[src/rtl/seq_ax_pkg.sv]
// Shared definitions for the sequential approximate-argmax stage and its planned tree variant.
package seq_ax_pkg;

    typedef logic [1:0] state_t;
    localparam state_t IDLE  = 2'd0;
    localparam state_t ACCUM = 2'd1;
    localparam state_t HOLD  = 2'd2;

    // Default approximate-compare mask for the Vertebral 3C classifier.
    localparam logic [14:0] CMP_MASK_VERTEBRAL = 15'h0070;

    function automatic int idx_w(input int n);
        return (n <= 2) ? 1 : $clog2(n);
    endfunction

endpackage

[src/rtl/ax_mask_cmp.sv]
// Masked "greater-than" used to decide whether a candidate score replaces the current best.
module ax_mask_cmp
    import seq_ax_pkg::*;
#(
    parameter int               VAL_W    = 15,
    parameter logic [VAL_W-1:0] CMP_MASK = VAL_W'(CMP_MASK_VERTEBRAL)
) (
    input  logic [VAL_W-1:0] best,
    input  logic [VAL_W-1:0] cand,
    input  logic             exact,
    output logic             take
);

    logic [VAL_W-1:0] eff_best;
    logic [VAL_W-1:0] eff_cand;

    assign eff_best = exact ? best : (best & CMP_MASK);
    assign eff_cand = exact ? cand : (cand & CMP_MASK);
    // Strictly greater keeps the earlier index on ties.
    assign take     = eff_cand > eff_best;

endmodule

[src/rtl/seq_ax_argmax.sv]
// Streaming argmax over one frame of class scores, with optional masked (approximate) compare.
module seq_ax_argmax
    import seq_ax_pkg::*;
#(
    parameter int               VAL_W     = 15,
    parameter int               N_CLASSES = 3,
    parameter int               IDX_W     = idx_w(N_CLASSES),
    parameter logic [VAL_W-1:0] CMP_MASK  = VAL_W'(CMP_MASK_VERTEBRAL)
) (
    input  logic             clk,
    input  logic             rst,
    input  logic             exact_mode,
    input  logic             in_valid,
    output logic             in_ready,
    input  logic [VAL_W-1:0] in_data,
    input  logic             in_last,
    output logic             out_valid,
    input  logic             out_ready,
    output logic [IDX_W-1:0] out_idx,
    output logic [VAL_W-1:0] out_val,
    output logic             out_err
);

    localparam int               CNT_W = $clog2(N_CLASSES + 1);
    localparam logic [CNT_W-1:0] N_CNT = CNT_W'(N_CLASSES);

    state_t           state;
    logic [CNT_W-1:0] cnt;
    logic [VAL_W-1:0] best_val;
    logic [IDX_W-1:0] best_idx;
    logic             exact_lat;
    logic             err;

    logic             accept;
    logic             in_range;
    logic             take;
    logic             upd;
    logic [VAL_W-1:0] nxt_val;
    logic [IDX_W-1:0] nxt_idx;

    ax_mask_cmp #(
        .VAL_W    (VAL_W),
        .CMP_MASK (CMP_MASK)
    ) u_cmp (
        .best  (best_val),
        .cand  (in_data),
        .exact (exact_lat),
        .take  (take)
    );

    assign in_ready  = (state != HOLD);
    assign out_valid = (state == HOLD);
    assign accept    = in_valid && in_ready;

    // Beats past the expected frame length are consumed but never compared.
    assign in_range  = cnt < N_CNT;
    assign upd       = in_range && take;
    assign nxt_val   = upd ? in_data : best_val;
    assign nxt_idx   = upd ? IDX_W'(cnt) : best_idx;

    always_ff @(posedge clk) begin
        if (rst) begin
            state     <= IDLE;
            cnt       <= '0;
            best_val  <= '0;
            best_idx  <= '0;
            exact_lat <= 1'b0;
            err       <= 1'b0;
            out_idx   <= '0;
            out_val   <= '0;
            out_err   <= 1'b0;
        end else begin
            case (state)
                IDLE: begin
                    if (accept) begin
                        best_val  <= in_data;
                        best_idx  <= '0;
                        cnt       <= CNT_W'(1);
                        exact_lat <= exact_mode;
                        err       <= in_last;
                        if (in_last) begin
                            state   <= HOLD;
                            out_val <= in_data;
                            out_idx <= '0;
                            out_err <= 1'b1;
                        end else begin
                            state <= ACCUM;
                        end
                    end
                end
                ACCUM: begin
                    if (accept) begin
                        best_val <= nxt_val;
                        best_idx <= nxt_idx;
                        if (!in_range) err <= 1'b1;
                        if (cnt != N_CNT) cnt <= cnt + CNT_W'(1);
                        if (in_last) begin
                            state   <= HOLD;
                            out_val <= nxt_val;
                            out_idx <= nxt_idx;
                            out_err <= err || !in_range || (cnt != N_CNT - CNT_W'(1));
                        end
                    end
                end
                HOLD: begin
                    if (out_ready) state <= IDLE;
                end
                default: state <= IDLE;
            endcase
        end
    end

endmodule
[config.mk]
export PLATFORM = sky130hd
export DESIGN_NAME = seq_ax_argmax
export DESIGN_NICKNAME = d
export VERILOG_FILES = /design/src/rtl/seq_ax_pkg.sv /design/src/rtl/ax_mask_cmp.sv /design/src/rtl/seq_ax_argmax.sv
export SDC_FILE = /design/constraint.sdc
export NUM_CORES = 1
export LEC_CHECK = 0
export CORE_UTILIZATION = 52
export CTS_CLUSTER_DIAMETER = 80
export CTS_CLUSTER_SIZE = 24
export DETAILED_ROUTE_END_ITERATION = 8
export PLACE_DENSITY = 0.79
export SKIP_CTS_REPAIR_TIMING = 1
export SLEW_MARGIN = 15
export SYNTH_ARGS = -nofsm -noshare
export SYNTH_HDL_FRONTEND = slang
export SYNTH_SLANG_ARGS = --single-unit
[constraint.sdc]
create_clock -name clk -period 2.8 [get_ports clk]
set_input_delay 0.28 -clock clk [delete_from_list [all_inputs] [get_ports clk]]
set_output_delay 0.28 -clock clk [all_outputs]
set_load 0.05 [all_outputs]
* Word level (Yosys, flattened, before mapping)
Index checks and enable logic that the tools add are counted.
** Operators by class
- $add $sub $neg :: 1
- $lt $le $gt $ge :: 2
- Equal/unequal tests :: 12
- Multiplexer cells :: 39
- Reductions and logical operators :: 13
** Operators by type and width (number)
- 15-bit 2-to-1 mux :: 9
- 15-bit case mux with 2 select lines :: 2
- 2-bit 2-to-1 mux :: 15
- 2-bit inequality test (second input constant) :: 9
- 15-bit greater-than comparator :: 1
- 2-bit case mux with 2 select lines :: 3
- 4-bit AND reduction :: 3
- 1-bit 2-to-1 mux :: 7
- 2-bit case mux with 3 select lines :: 1
- 5-bit AND reduction :: 1
- 1-bit case mux with 2 select lines :: 2
- 3-bit AND reduction :: 1
- 2-bit by 1-bit adder with 2-bit output (second input constant) :: 1
- 2-bit by 1-bit equality test with 1-bit output (second input constant) :: 1
- 2-bit equality test (second input constant) :: 1
- 1-bit logical AND :: 2
- 2-bit zero test :: 1
- 1-bit logical OR :: 2
- 2-bit less-than comparator (second input constant) :: 1
- 2-bit by 1-bit inequality test with 1-bit output (second input constant) :: 1
- 2-bit AND reduction :: 1
- 2-bit nonzero test :: 1
- 1-bit zero test :: 1
** Storage, ports and cells
- Register bits :: 41
- Input port bits :: 21
- Word-level logic and storage cells :: 76

* Longest topological paths before layout
Gate-level depths: netlist of run 1.
- Depth in word-level cells :: 7
- Mapped depth :: 10
- Depth with buffers taken out :: 8

* Modules after synthesis
From an unflattened synthesis of run 1, not the netlist that was laid out.
** Unflattened totals
- Cells, all modules :: 279
- Area total of the unflattened synthesis :: 2459.9 µm²
** Modules (own cells, without submodules)
- seq_ax_argmax :: instances 1, cells an instance 213, area each 1999.4 µm², seq. area each 820.8 µm²
- ax_mask_cmp :: instances 1, cells an instance 66, area each 460.4 µm², seq. area each 0.0 µm²

* Least setup slack after synthesis of run 1
No wires, ideal clock.
- Path kind :: reg-to-reg
- Start :: register exact_lat
- End :: register out_val[0]
- Arrival time :: 2.380 ns
- Data required time :: 2.714 ns
- Slack :: 0.335 ns
- Cell stages (with the launch flop) :: 11
- Buffers on the path :: 2
- Clock period less this slack :: 2.465 ns
- Path through :: dfxtp_1 clkbuf_1 nand2_1 ha_1 a21oi_1 o21ai_2 a2111oi_4 a21oi_4 buf_6 mux2i_1 a211oi_1
** On the way
- Cells in the longest elaborated chain, start to end :: 7
- Elaborated cells on any way between the ends :: 8
- Classes of those cells :: order compare (1); mux (6); reduce/logical (1)
** Ends and longest elaborated chain
- start, declared :: RTL line seq_ax_argmax.sv:31 : logic exact_lat;
- start signal, assigned :: RTL line seq_ax_argmax.sv:79 : exact_lat <= exact_mode;
- 15-bit 2-to-1 mux, on equally long branches :: RTL line ax_mask_cmp.sv:18, ax_mask_cmp.sv:17
- 15-bit greater-than comparator (*) :: RTL line ax_mask_cmp.sv:20 : assign take = eff_cand > eff_best;
- 1-bit logical AND (*) :: RTL line seq_ax_argmax.sv:57 : assign upd = in_range && take;
- 15-bit 2-to-1 mux (*) :: RTL line seq_ax_argmax.sv:58 : assign nxt_val = upd ? in_data : best_val;
- 15-bit 2-to-1 mux (*) :: RTL line seq_ax_argmax.sv:97 : if (in_last) begin
- 15-bit 2-to-1 mux (*) :: RTL line seq_ax_argmax.sv:92 : if (accept) begin
- 15-bit case mux with 2 select lines (*) :: RTL line seq_ax_argmax.sv:73 : case (state)
- end signal, assigned :: RTL line seq_ax_argmax.sv:83 : out_val <= in_data;
- end signal, assigned :: RTL line seq_ax_argmax.sv:99 : out_val <= nxt_val;
- end, declared :: RTL line seq_ax_argmax.sv:20 : output logic [VAL_W-1:0] out_val,
Mark *: on every way between the ends. The rest lies on a longest branch, timed or not. The select of a mux whose other input is x is not followed.
A chain may end at the register's enable or synchronous reset.

* Worst setup path after layout of run 1
- Start :: register exact_lat
- End :: register out_val[2]
The elaborated chain is that of the path after synthesis.

==> results of run 1 <==
-- state kept, by name, summed over array words and instances, names as in the netlist, 2 cells and up --
name	flops
best_idx	2
best_val	15
cnt	2
out_idx	2
out_val	15
state	2
-- layout by cell type (no fill, tap or decap), drive strengths merged, types with 2 or more instances in the layout --
master and instances:
a2111oi 2, a211oi 19, a21oi 14, a31oi 2, and2 14, buf 18, clkbuf 7, clkdlybuf4s50 40
clkinv 2, dfxtp 41, ha 17, inv 6, mux2i 31, nand2 20, nand2b 4, nand3 3
nand3b 3, nand4 4, nor2 35, nor2b 2, nor3 2, o21ai 5, o41ai 2
-- power breakdown --
part | internal (W) | switching (W) | total, W
clock network | 0.000223 | 0.000208 | 0.000431
logic | 0.000186 | 0.000235 | 0.000421
registers | 0.000624 | 0.0000276 | 0.000652
-- final timing paths --
path / slack (ns) / end
worst min-delay path: 0.48 / err$_SDFFE_PP0P_
worst max-delay path: 0.25 / out_val[2]$_SDFFE_PP0P_
worst min register to register: 0.48 / err$_SDFFE_PP0P_
worst max register to register: 0.25 / out_val[2]$_SDFFE_PP0P_
-- routing by layer --
metal / vias to the layer above / track usage [%] / part of all wire (%)
met5: - / 0 / 0
met4: 0 / 7.813 / 1.5
met3: 9 / 4.000 / 3.7
met2: 40 / 38.36 / 47
met1: 840 / 25.69 / 48
li1: 981 / - / -
-- tightest hold or removal path, delay by kind of cell (launching register included) --
kind / cells / cell delay, ns
buf+inv: 1 / 0.07
compound gates: 1 / 0.06
flops: 1 / 0.30
-- cells by family after synthesis --
family / synth area share [%]
simple gates: 18.72
compound gates: 17.29
buf+inv: 4.846
flops: 36.12
fa+ha+maj: 9.361
mux: 13.66
-- metrics by stage --
step / power (W) / hold slack [ns] / cell area [µm²]
after CTS: 0.001501 / 0.4735 / 2878
after global routing: 0.001574 / 0.5007 / 2913
after detailed placement: 0.001076 / 0.4623 / 2776
after global placement: 0.001067 / 0.4566 / 2776
after floorplan: 0.0009481 / 0.3929 / 2272
final: 0.001504 / 0.4782 / 2913
-- layout make-up --
cell class | count | area (µm²)
multi-input cells | 185 | 1341
fillers | 319 | 1174
flip-flops and latches | 41 | 820.8
inverters | 7 | 26.28
clock inverters | 1 | 5.005
well taps | 50 | 62.56
repair buffers | 58 | 560.5
clock buffers | 7 | 96.34
==> run_results.csv, run 1 <==
group,metric,value,unit
logic_synthesis,yosysSeqAreaShare,36.12,%
timing,rsz0062_at_grt,"false",
power_and_ir_drop,ir_drop,0.3480,mV
clock_tree,cts.path.max_buffers,2,
clock_tree,cts_made_buffers,5,
die,die_h,68.10,µm
place,gp_congestion,0.8424,
clock_tree,htreeDepth,2,
status,status,"complete, no violations",
critical_path,worst-path-buf-inv,3,
logic_synthesis,ys.flop_type,"dfxtp_1",
place,dp_hpwl,3.157,mm
finish,utilization,71.28,%
logic_synthesis,yosysTopAreaCell,"dfxtp_1",
critical_path,slowest_delay,0.47,ns
finish,drive_above_1_share,13.04,%
detailed_routing,viasPerCell,5.358,
power_and_ir_drop,p_per_area,516.4,nW/µm²
detailed_routing,final_antenna_net_count,0,
clock_tree,cts_sinks,41,
detailed_routing,wirelength,4.564,mm
die,die_area,4638,µm²
die,coreArea,4086,µm²
detailed_routing,post_drt_wl_per_cell,13.08,µm
critical_path,crit_family,"compound AO/OA/AOI/OAI gates",
place,portBuffers,40,
global_routing,grt.total_usage,21.64,%
clock_tree,clock_latency,0.29,ns
clock_tree,cts_tree,"yes",
critical_path,cpMostUsedCell,"buf_4",
detailed_routing,drc,0,
worst_hold_path,hold_path.class,"reg2reg",
critical_path,path_class,"reg2reg",
global_routing,antenna_found_initial,0,
detailed_routing,via_count,1870,
power_and_ir_drop,p_leak,1.244,nW
detailed_routing,drt_iter0_drc,103,
place,placed_cells,338,
timing,max_freq,391.6,MHz
logic_synthesis,synthesis.area,2272,µm²
place,dp_slack,-0.2687,ns
timing,setup_tns,0,ns
logic_synthesis,synth.distinct_cells,41,
logic_synthesis,synth_common_cells,"dfxtp_1 (41), nor2_1 (35), mux2i_1 (31)",
critical_path,cp-start-kind,"register",
global_routing,grt_overflow,0,
global_routing,grt_pass1_wl,7.514,mm
global_routing,grt_pass1_vias,1743,
timing,slew_headroom,66.36,%
timing,setup_violations,0,
die,ios,41,
detailed_routing,first_pass_iters,4,
timing,finalHoldViolations,0,
logic_synthesis,syn-num-nets,285,
finish,area_delta_synth_final,28.19,%
critical_path,slowest_stage,"a2111oi_4",
flow_run,drv_cap,0,
critical_path,critPathLaunch,"exact_lat$_SDFFE_PP0P_",
timing,fin_crit,2.554,ns
timing,layout_setup_ws,0.2463,ns
finish,fin_nets,336,
critical_path,critPathCaptureType,"register",
finish,final_cells,349,
logic_synthesis,ys_warn_count,0,
clock_tree,clk_pin_slew,0.08,ns
logic_synthesis,synth-edff-count,0,
global_routing,grt_max_degree,43,
logic_synthesis,synth_seq_cells,41,
timing,slew_viol_final,0,
critical_path,crit_fanout,25,
logic_synthesis,synthCells,247,
critical_path,reg2reg_depth,11,
finish,antenna_cells,0,
clock_tree,clock-root-buffer,"clkbuf_8",
critical_path,crit_chain,"buf_12 > and2_1 > ha_1 > a21oi_1 > o21ai_2 > a2111oi_4 > buf_4 > a21oi_4 > buf_4 > mux2i_1 > a211oi_1",
critical_path,r2r_start,"exact_lat$_SDFFE_PP0P_",
critical_path,crit_arrival,2.77,ns
logic_synthesis,synthTopCellsByArea,"dfxtp_1 (36%), mux2i_1 (14%), ha_1 (9.4%), nor2_1 (5.8%), a211oi_1 (5.6%)",
critical_path,cp.depth,11,
timing,fin_skew,0.002926,ns
worst_hold_path,whs_path_depth,2,
logic_synthesis,synth_most_common_cell,"dfxtp_1",
die,die_w,68.10,µm
die,rows,23,
timing,worstMarginPinSlew,0.5031,ns
worst_hold_path,worstHoldStart,"err$_SDFFE_PP0P_",
critical_path,cp.required,3.01,ns
die,start_util,55.60,%
logic_synthesis,async_flop_share,0,%
logic_synthesis,synth_top_area_share,36.12,%
logic_synthesis,synth_area_per_cell,9.199,µm²
timing,post-route-period-util,91.20,%
Power figures use the tool's default switching activity.
==> run 2, diff against run 1 <==
Settings changed: RECOVER_POWER set to 50.
==> run_results.csv, run 2 (same netlist as run 1, synthesis figures left out) <==
group,metric,value,unit
critical_path,crit_arrival,2.82,ns
detailed_routing,post_drt_wl_per_cell,12.96,µm
critical_path,cp.required,3.00,ns
power_and_ir_drop,p_int,0.001020,W
power_and_ir_drop,p_per_area,512.0,nW/µm²
timing,setup_violations,0,
timing,max_freq,381.8,MHz
finish,top_regs,"best_val (15), out_val (15)",
finish,antenna_cells,0,
detailed_routing,wirelength,4.524,mm
clock_tree,cts_made_buffers,5,
clock_tree,clock_latency,0.29,ns
detailed_routing,via_count,1864,
detailed_routing,drt_iter0_drc,107,
power_and_ir_drop,ir_drop,0.3434,mV
power_and_ir_drop,power.combinational.fraction,27.2,%
power_and_ir_drop,p_switching,0.0004633,W
global_routing,grt_overflow,0,
die,die_area,4638,µm²
clock_tree,cts.path.max_buffers,2,
clock_tree,clock-root-buffer,"clkbuf_8",
power_and_ir_drop,switching_share,31.23,%
timing,worstMarginPinSlew,0.7635,ns
timing,rsz0062_at_grt,"false",
finish,final_cell_mix,"dfxtp_1 (41), nor2_1 (35), mux2i_1 (31), dlygate4sd3_1 (21), nand2_1 (20)",
critical_path,critPathCaptureType,"register",
critical_path,r2r_start,"exact_lat$_SDFFE_PP0P_",
timing,slew_headroom,49.10,%
worst_hold_path,hold_path.class,"reg2reg",
critical_path,critPathLaunch,"in_data[2]",
place,gp_congestion,0.8424,
power_and_ir_drop,power_frac_seq,43.9,%
finish,fin_nets,336,
critical_path,path_class,"in2reg",
place,placed_area,2776,µm²
critical_path,reg2reg_depth,10,
die,ios,41,
timing,fin_skew,0.002489,ns
global_routing,grt.total_usage,21.64,%
finish,layout_commonest_cell,"dfxtp_1",
place,dp_hpwl,3.157,mm
finish,area_delta_synth_final,27.53,%
timing,finalHoldViolations,0,
power_and_ir_drop,p_leak,1.284,nW
timing,post-route-period-util,93.54,%
finish,final_area,2898,µm²
critical_path,timing.rr.end,"out_idx[1]$_SDFFE_PP0P_",
detailed_routing,drc,0,
clock_tree,cts_sinks,41,
flow_run,drv_cap,0,
clock_tree,htreeDepth,2,
detailed_routing,first_pass_iters,4,
place,portBuffers,40,
timing,fin_crit,2.619,ns
finish,final_cells,349,
die,rows,23,
die,die_h,68.10,µm
die,die_w,68.10,µm
global_routing,grt_pass1_vias,1743,
die,start_util,55.60,%
die,coreArea,4086,µm²
power_and_ir_drop,clockPowerShare,28.9,%
detailed_routing,viasPerCell,5.341,
critical_path,crit_fanout,5,
critical_path,reg2reg_setup_slack,0.20,ns
clock_tree,cts_tree,"yes",
finish,drive_above_1_share,11.71,%
global_routing,antenna_found_initial,0,
detailed_routing,final_antenna_net_count,0,
timing,slew_viol_final,0,
place,placed_cells,338,
critical_path,crit_end,"out_idx[1]$_SDFFE_PP0P_",
timing,holdWs,0.4774,ns
global_routing,grt_max_degree,43,
global_routing,grt_pass1_wl,7.514,mm
clock_tree,clk_pin_slew,0.08,ns
critical_path,cp-start-kind,"input port",
status,status,"complete, no violations",
==> run 2: cell types whose count changed in the layout (fill, tap and decap cells not counted), moves of 2 or more <==
| cell | change |
|---|---|
| buf_4 | -2 |
| clkdlybuf4s50_1 | -21 |
| clkbuf_1 | +2 |
| dlygate4sd3_1 | +21 |
==> run 2: worst max-delay path: stages <==
cell	delay, ns
clkdlybuf4s50_1	0.46
and2_1	0.19
ha_1	0.32
a21oi_1	0.19
a21oi_2	0.08
o21ai_0	0.40
clkbuf_1	0.23
a21oi_1	0.18
nand3b_1	0.22
a311oi_1	0.27
==> run 2: worst min-delay path by stage <==
stage / from / endpoint / slack (ns) / cells after the start
6_report: err$_SDFFE_PP0P_ / err$_SDFFE_PP0P_ / 0.48 / 2
5_1_grt: best_idx[1]$_SDFFE_PP0P_ / best_idx[1]$_SDFFE_PP0P_ / 0.50 / 2
4_1_cts: err$_SDFFE_PP0P_ / err$_SDFFE_PP0P_ / 0.47 / 2
3_5_place_dp: err$_SDFFE_PP0P_ / err$_SDFFE_PP0P_ / 0.46 / 2
3_3_place_gp: err$_SDFFE_PP0P_ / out_err$_SDFFE_PP0P_ / 0.46 / 2
2_1_floorplan: in_last / state[0]$_SDFFE_PP0P_ / 0.39 / 1
==> run 2: per-stage QoR <==
step                setup WS, ns  setup TNS, ns  power (W)  utilization [%]
floorplan                 0.3346              0  0.0009481                -
global placement         -0.2108         -3.985   0.001067            67.94
detailed placement       -0.2687         -5.280   0.001076            67.94
CTS                      0.01397              0   0.001501            70.42
global route             0.04455              0   0.001557            70.91
finish                    0.1810              0   0.001484            70.91
==> run 2: area by class of cell <==
class	instances	area, µm²
Timing Repair Buffer	58	553.0
Inverter	7	26.28
Fill cell	323	1189
Tap cell	50	62.56
Clock buffer	7	96.34
Clock inverter	1	5.005
Multi-Input combinational cell	185	1334
Sequential cell	41	820.8
==> run 2: power by group through the flow <==
stage / clock network, W / logic (W) / registers, W
after floorplan: 0 / 0.000228 / 0.000720
after global placement: 0 / 0.000403 / 0.000664
after detailed placement: 0 / 0.000411 / 0.000665
after CTS: 0.000436 / 0.000413 / 0.000652
after global routing: 0.000461 / 0.000438 / 0.000658
final: 0.000428 / 0.000404 / 0.000651
==> run 2: layer usage <==
metal / wire, µm / GRT usage [%] / vias to the layer above
met4: 48 / 7.813 / 0
met3: 186 / 4.000 / 7
met5: 0 / 0 / -
li1: - / - / 986
met2: 2111 / 38.36 / 46
met1: 2176 / 25.69 / 825
